--- config.mk ---
export PLATFORM = sky130hd
export DESIGN_NAME = pipe_stage_skid
export DESIGN_NICKNAME = d
export VERILOG_FILES = /design/src/rtl/pipe_pkg.sv /design/src/rtl/sat_cnt.sv /design/src/rtl/pipe_stage_skid.sv
export SDC_FILE = /design/constraint.sdc
export NUM_CORES = 1
export LEC_CHECK = 0
export BUFFER_PORTS_ARGS = -buffer_cell sky130_fd_sc_hd__buf_2
export CAP_MARGIN = 20
export CORE_MARGIN = 2
export CORE_UTILIZATION = 45
export CTS_CLUSTER_DIAMETER = 80
export DETAILED_ROUTE_END_ITERATION = 12
export PLACE_DENSITY = 0.65
export SETUP_SLACK_MARGIN = 0.02
export SYNTH_ARGS = -nofsm -noshare
export SYNTH_HDL_FRONTEND = slang
export SYNTH_HIERARCHICAL = 1
export SYNTH_SLANG_ARGS = --single-unit
--- constraint.sdc ---
create_clock -name clk -period 22.1 [get_ports clk]
set_clock_uncertainty 0.1 [all_clocks]
set_input_delay 4.42 -clock clk [delete_from_list [all_inputs] [get_ports clk]]
set_output_delay 4.42 -clock clk [all_outputs]
set_load 0.005 [all_outputs]
--- src/rtl/pipe_pkg.sv ---
// Shared definitions for the pipeline skid stage.
// Holds the stage state encoding, the field widths that make up the default
// payload, and a helper that maps a state to its entry count.
package pipe_pkg;

    typedef enum logic [1:0] {
        EMPTY = 2'd0,
        ONE   = 2'd1,
        FULL  = 2'd2
    } state_t;

    localparam int PC_W     = 18;
    localparam int DATA_W   = 32;
    localparam int REG_ID_W = 5;
    localparam int ALUOP_W  = 4;
    localparam int SHAMT_W  = 5;
    localparam int SPARE_W  = 8;

    // PC + ALUOp + shamt + three data words + three register IDs + spare bits
    localparam int PAY_W_DEFAULT = PC_W + ALUOP_W + SHAMT_W + 3 * DATA_W
                                 + 3 * REG_ID_W + SPARE_W;

    function automatic logic [1:0] occupancy_of(input state_t s);
        logic [1:0] occ;
        occ = 2'd0;
        case (s)
            ONE:     occ = 2'd1;
            FULL:    occ = 2'd2;
            default: occ = 2'd0;
        endcase
        return occ;
    endfunction

endpackage

--- src/rtl/sat_cnt.sv ---
// Saturating up-counter, updated on the falling edge like the pipeline.
// Ports:
//   clk   - clock (state changes on falling edge)
//   rst   - asynchronous active-high reset, clears count
//   inc   - count one on this edge
//   count - current value, sticks at all-ones
module sat_cnt #(
    parameter int CNT_W = 16
) (
    input  logic             clk,
    input  logic             rst,
    input  logic             inc,
    output logic [CNT_W-1:0] count
);

    always_ff @(negedge clk or posedge rst) begin
        if (rst) begin
            count <= '0;
        end else if (inc && (count != '1)) begin
            count <= count + 1'b1;
        end
    end

endmodule

--- src/rtl/pipe_stage_skid.sv ---
// Two-entry skid buffer for a pipeline stage boundary (head + skid).
// in_ready decodes only the registered state, so there is no combinational
// path from out_ready back to the upstream stage.
// Ports:
//   clk, rst           - falling-edge clock, async active-high reset
//   flush              - drop all held entries and any same-edge input
//   in_valid/in_ready  - upstream handshake; in_ctrl/in_pay upstream entry
//   out_valid/out_ready- downstream handshake; out_ctrl/out_pay head entry
//   occupancy          - entries held (0..2)
//   stall_cnt          - saturating count of edges with out_valid & !out_ready
//
// state | meaning
// EMPTY | no entries held, outputs idle
// ONE   | head holds the only entry
// FULL  | head holds oldest entry, skid holds the next; upstream blocked
module pipe_stage_skid
    import pipe_pkg::*;
#(
    parameter int CTRL_W     = 12,
    parameter int PAY_W      = PAY_W_DEFAULT,
    parameter int FLUSH_MODE = 0,
    parameter int CNT_W      = 16
) (
    input  logic              clk,
    input  logic              rst,
    input  logic              flush,
    input  logic              in_valid,
    output logic              in_ready,
    input  logic [CTRL_W-1:0] in_ctrl,
    input  logic [PAY_W-1:0]  in_pay,
    output logic              out_valid,
    input  logic              out_ready,
    output logic [CTRL_W-1:0] out_ctrl,
    output logic [PAY_W-1:0]  out_pay,
    output logic [1:0]        occupancy,
    output logic [CNT_W-1:0]  stall_cnt
);

    state_t            state;
    state_t            state_next;
    logic [CTRL_W-1:0] head_ctrl;
    logic [CTRL_W-1:0] skid_ctrl;
    logic [PAY_W-1:0]  head_pay;
    logic [PAY_W-1:0]  skid_pay;
    logic              accept;
    logic              consume;

    assign accept  = in_valid & in_ready;
    assign consume = out_valid & out_ready;

    // State register
    always_ff @(negedge clk or posedge rst) begin
        if (rst) begin
            state <= EMPTY;
        end else begin
            state <= state_next;
        end
    end

    // Next-state logic
    always_comb begin
        state_next = state;
        if (flush) begin
            state_next = EMPTY;
        end else begin
            case (state)
                EMPTY: begin
                    if (accept) state_next = ONE;
                end
                ONE: begin
                    if (accept && !consume) begin
                        state_next = FULL;
                    end else if (!accept && consume) begin
                        state_next = EMPTY;
                    end
                end
                FULL: begin
                    if (consume) state_next = ONE;
                end
                default: state_next = EMPTY;
            endcase
        end
    end

    // Output decode
    always_comb begin
        in_ready  = 1'b0;
        out_valid = 1'b0;
        case (state)
            EMPTY: begin
                in_ready  = 1'b1;
                out_valid = 1'b0;
            end
            ONE: begin
                in_ready  = 1'b1;
                out_valid = 1'b1;
            end
            FULL: begin
                in_ready  = 1'b0;
                out_valid = 1'b1;
            end
            default: begin
                in_ready  = 1'b0;
                out_valid = 1'b0;
            end
        endcase
    end

    assign occupancy = occupancy_of(state);
    assign out_ctrl  = out_valid ? head_ctrl : '0;
    assign out_pay   = head_pay;

    // Entry storage; registers only change when a transition writes them.
    always_ff @(negedge clk or posedge rst) begin
        if (rst) begin
            head_ctrl <= '0;
            skid_ctrl <= '0;
            head_pay  <= '0;
            skid_pay  <= '0;
        end else if (flush) begin
            head_ctrl <= '0;
            skid_ctrl <= '0;
            // Payload is don't-care once control is zero; holding it saves
            // toggling the wide datapath unless the caller asks for scrubbing.
            if (FLUSH_MODE != 0) begin
                head_pay <= '0;
                skid_pay <= '0;
            end
        end else begin
            case (state)
                EMPTY: begin
                    if (accept) begin
                        head_ctrl <= in_ctrl;
                        head_pay  <= in_pay;
                    end
                end
                ONE: begin
                    if (accept && consume) begin
                        head_ctrl <= in_ctrl;
                        head_pay  <= in_pay;
                    end else if (accept) begin
                        skid_ctrl <= in_ctrl;
                        skid_pay  <= in_pay;
                    end
                end
                FULL: begin
                    if (consume) begin
                        head_ctrl <= skid_ctrl;
                        head_pay  <= skid_pay;
                    end
                end
                default: begin
                    head_ctrl <= '0;
                    skid_ctrl <= '0;
                end
            endcase
        end
    end

    sat_cnt #(
        .CNT_W (CNT_W)
    ) u_stall_cnt (
        .clk   (clk),
        .rst   (rst),
        .inc   (out_valid & ~out_ready),
        .count (stall_cnt)
    );

endmodule

==> flow_metrics.py <==
metrics = {
    "setup_path": {
        "r2r_slack_ps": 17710,
        "regToRegStartpoint": "state[0]",
        "worstSetupEndpointType": "primary output",
        "slowest_stage": "dfrtn_1",
        "crit_fanout": 23,
        "reg2reg_to": "skid_pay[131]",
        "cpPeakStageDelay_ps": 800,
        "crit_type": "flip-flop to primary output",
        "cp.required_ps": 17580,
        "rr_worst_depth": 6,
        "crit_chain": "inv_1, ha_1, and2_1, buf_2",
        "crit_arrival_ps": 13660,
        "crit_path_start_kind": "flip-flop",
    },
    "synthesis": {
        "ys.flop_type": "dfrtn_1",
        "yosys.area.top_type_share": 0.561,
        "ys_warn_count": 6,
        "synth_area_leaders": "dfrtn_1 (56%), mux2_2 (17%), mux2_1 (17%)",
        "syn_nets": 1162,
        "synth_cells": 993,
        "synth-seq-cells": 334,
        "synth_area_mm2": 0.0149,
        "synth_cell_types": 45,
        "syn_avg_cell_area_um2": 15.0,
        "async_reset_ff_frac": 1.00,
        "synth_area_leader_cell": "dfrtn_1",
        "yosysMostFrequentCell": "dfrtn_1",
        "synth-edff-count": 0,
        "seq_area_frac_synth": 0.561,
        "synth_commonest_cells": "dfrtn_1 (334), mux2_2 (222), mux2_1 (219)",
    },
    "hold_path": {
        "hold_path_class": "flip-flop to flip-flop",
        "hold-path-endpoint": "skid_pay[80]",
        "hold_path_depth": 1,
        "hp-start": "skid_pay[80]",
    },
    "drt": {
        "wl_um": 32300,
        "drtIter0Drc": 403,
        "drtPass1Iterations": 4,
        "drcViolationCount": 0,
        "antenna_left": 0,
        "vias": 9198,
        "viasPerCell": 5.14,
        "wl_per_cell_um": 18.0,
    },
    "power": {
        "vdd_ir_drop_max_mv": 0.0782,
        "p_leak_nw": 8.20,
        "p_per_area_mw_per_mm2": 132,
    },
    "placement": {
        "placed_cells": 1721,
        "hpwl_um": 21000,
        "globalplace.congestion": 0.725,
        "pre_cts_slack_ps": 3730,
        "numPortBuffers": 340,
    },
    "grt": {
        "overflow": 0,
        "grt_max_degree": 168,
        "grt_pass1_vias": 9320,
        "antenna_found_initial": 8,
        "met3_usage": 0.0722,
        "busiest_layer": "met2",
        "grt_use_total": 0.183,
        "use_met1": 0.235,
        "grt_use_met2": 0.292,
        "grt_pass1_wl_um": 50500,
    },
    "clock_network": {
        "root_buffer": "clkbuf_16",
        "clk_pin_slew_worst_paths_ps": 40,
        "numCtsBuffers": 37,
        "hold_buffers": 0,
        "cts_max_path_buffers": 3,
        "postCtsSetupRepairBufs": 0,
        "cts_tree": "built",
        "h-tree-depth": 2,
        "ctsResizeCount": 0,
        "worst_skew_pair.late_latency_ps": 510,
        "clock_sinks": 334,
    },
    "sta": {
        "tightest_slew_ps": 1040,
        "fin_tns_setup_ps": 0,
        "fin_hold_ws_ps": 325,
        "slew_headroom": 0.309,
        "hold_viol_final": 0,
        "rsz0062_at_grt": "false",
        "setup-violations-final": 0,
        "fin_ws_ps": 3920,
        "report.final.slew_viol_count": 0,
    },
    "layout": {
        "nNetsFinal": 1487,
        "instances_no_fill": 1788,
        "drive_above_1_share": 0.473,
        "syn2layout_area_growth_pct": 21.0,
    },
    "floorplan": {
        "die_area_mm2": 0.0346,
        "die_w_um": 186,
        "row_count": 66,
        "coreArea_mm2": 0.0325,
        "ios": 341,
        "start_util": 0.458,
        "die_h_um": 186,
    },
    "run_status": {
        "status": "complete, no violations",
    },
    "run": {
        "drv_cap": 0,
    },
}
[how the worst max path moves through the flow]
stage / slack (ps) / from / to
after floorplan: 2460 / rst / head_ctrl[0]
after global placement: 3750 / out_ready / skid_pay[123]
after detailed placement: 3730 / out_ready / skid_pay[124]
after CTS: 3850 / state[0] / out_ctrl[10]
after global routing: 3660 / state[0] / out_ctrl[10]
final: 3920 / state[0] / out_ctrl[10]
[through the flow]
stage          area, um2  utilization  power [mW]
2_1_floorplan      14900            -        1.54
3_3_place_gp       16900        0.519        1.79
3_5_place_dp       16900        0.519        1.82
4_1_cts            18000        0.553        2.41
5_1_grt            18000        0.554        2.54
6_report           18000        0.554        2.38
[cells by family after synthesis]
logic type,count (synthesis),synth area share
muxes,443,0.335
DFF,334,0.561
buffers and inverters,71,0.0283
AOI/OAI and AO/OA,64,0.0361
and+or+nand+nor,64,0.0278
xor gates and xnor gates,11,0.00647
adders and majority gates,6,0.00504
[layout make-up]
cell class / instances / area, um2
fillers: 2826 / 14500
multi-input cells: 588 / 6130
clock buffers: 58 / 1070
diodes: 6 / 15.0
repair buffers: 350 / 1810
inverters: 7 / 30.0
clock inverters: 3 / 47.5
well taps: 442 / 553
flip-flops and latches: 334 / 8360
[placed cells by master, fill, tap and decap left out, types with 4 or more instances in the layout]
cell / count
nand3_1: 8
a21oi_1: 4
xnor2_1: 11
nand4_1: 5
o311ai_0: 12
buf_4: 6
a22oi_1: 12
clkbuf_1: 14
buf_2: 341
ha_1: 5
mux2_1: 219
inv_1: 6
o31ai_1: 13
and3_1: 4
clkbuf_8: 7
diode_2: 6
nor2_1: 4
nand2_1: 8
and2_1: 13
clkbuf_16: 37
dfrtn_1: 334
a32o_1: 11
mux2_2: 222
[flip-flops by register name, summed over array words and instances (netlist names)]
signal	count
out_pay	146
skid_pay	146
u_stall_cnt/count	16
head_ctrl	12
skid_ctrl	12
state	2
[critical path: cells and delay by family (launching register included)]
kind	cells	cell delay, ps
buf+inv	2	340
flops	1	800
fa+ha+maj	1	740
simple gates	1	220
[metal layers]
layer,part of all wire,vias to the layer above
li1,-,4299
met1,0.43,4600
met2,0.46,252
met3,0.092,43
met4,0.016,4
met5,0.00065,-
[report_power, final]
part           switching (mW)  total (mW)  internal, mW  leakage, nW
Sequential              0.134        1.06         0.922         4.05
Clock                   0.233       0.577         0.344        0.546
Combinational           0.339       0.744         0.405         3.60
Total                   0.706        2.38          1.67         8.20
No activity file was read; power rests on OpenSTA's default activity.
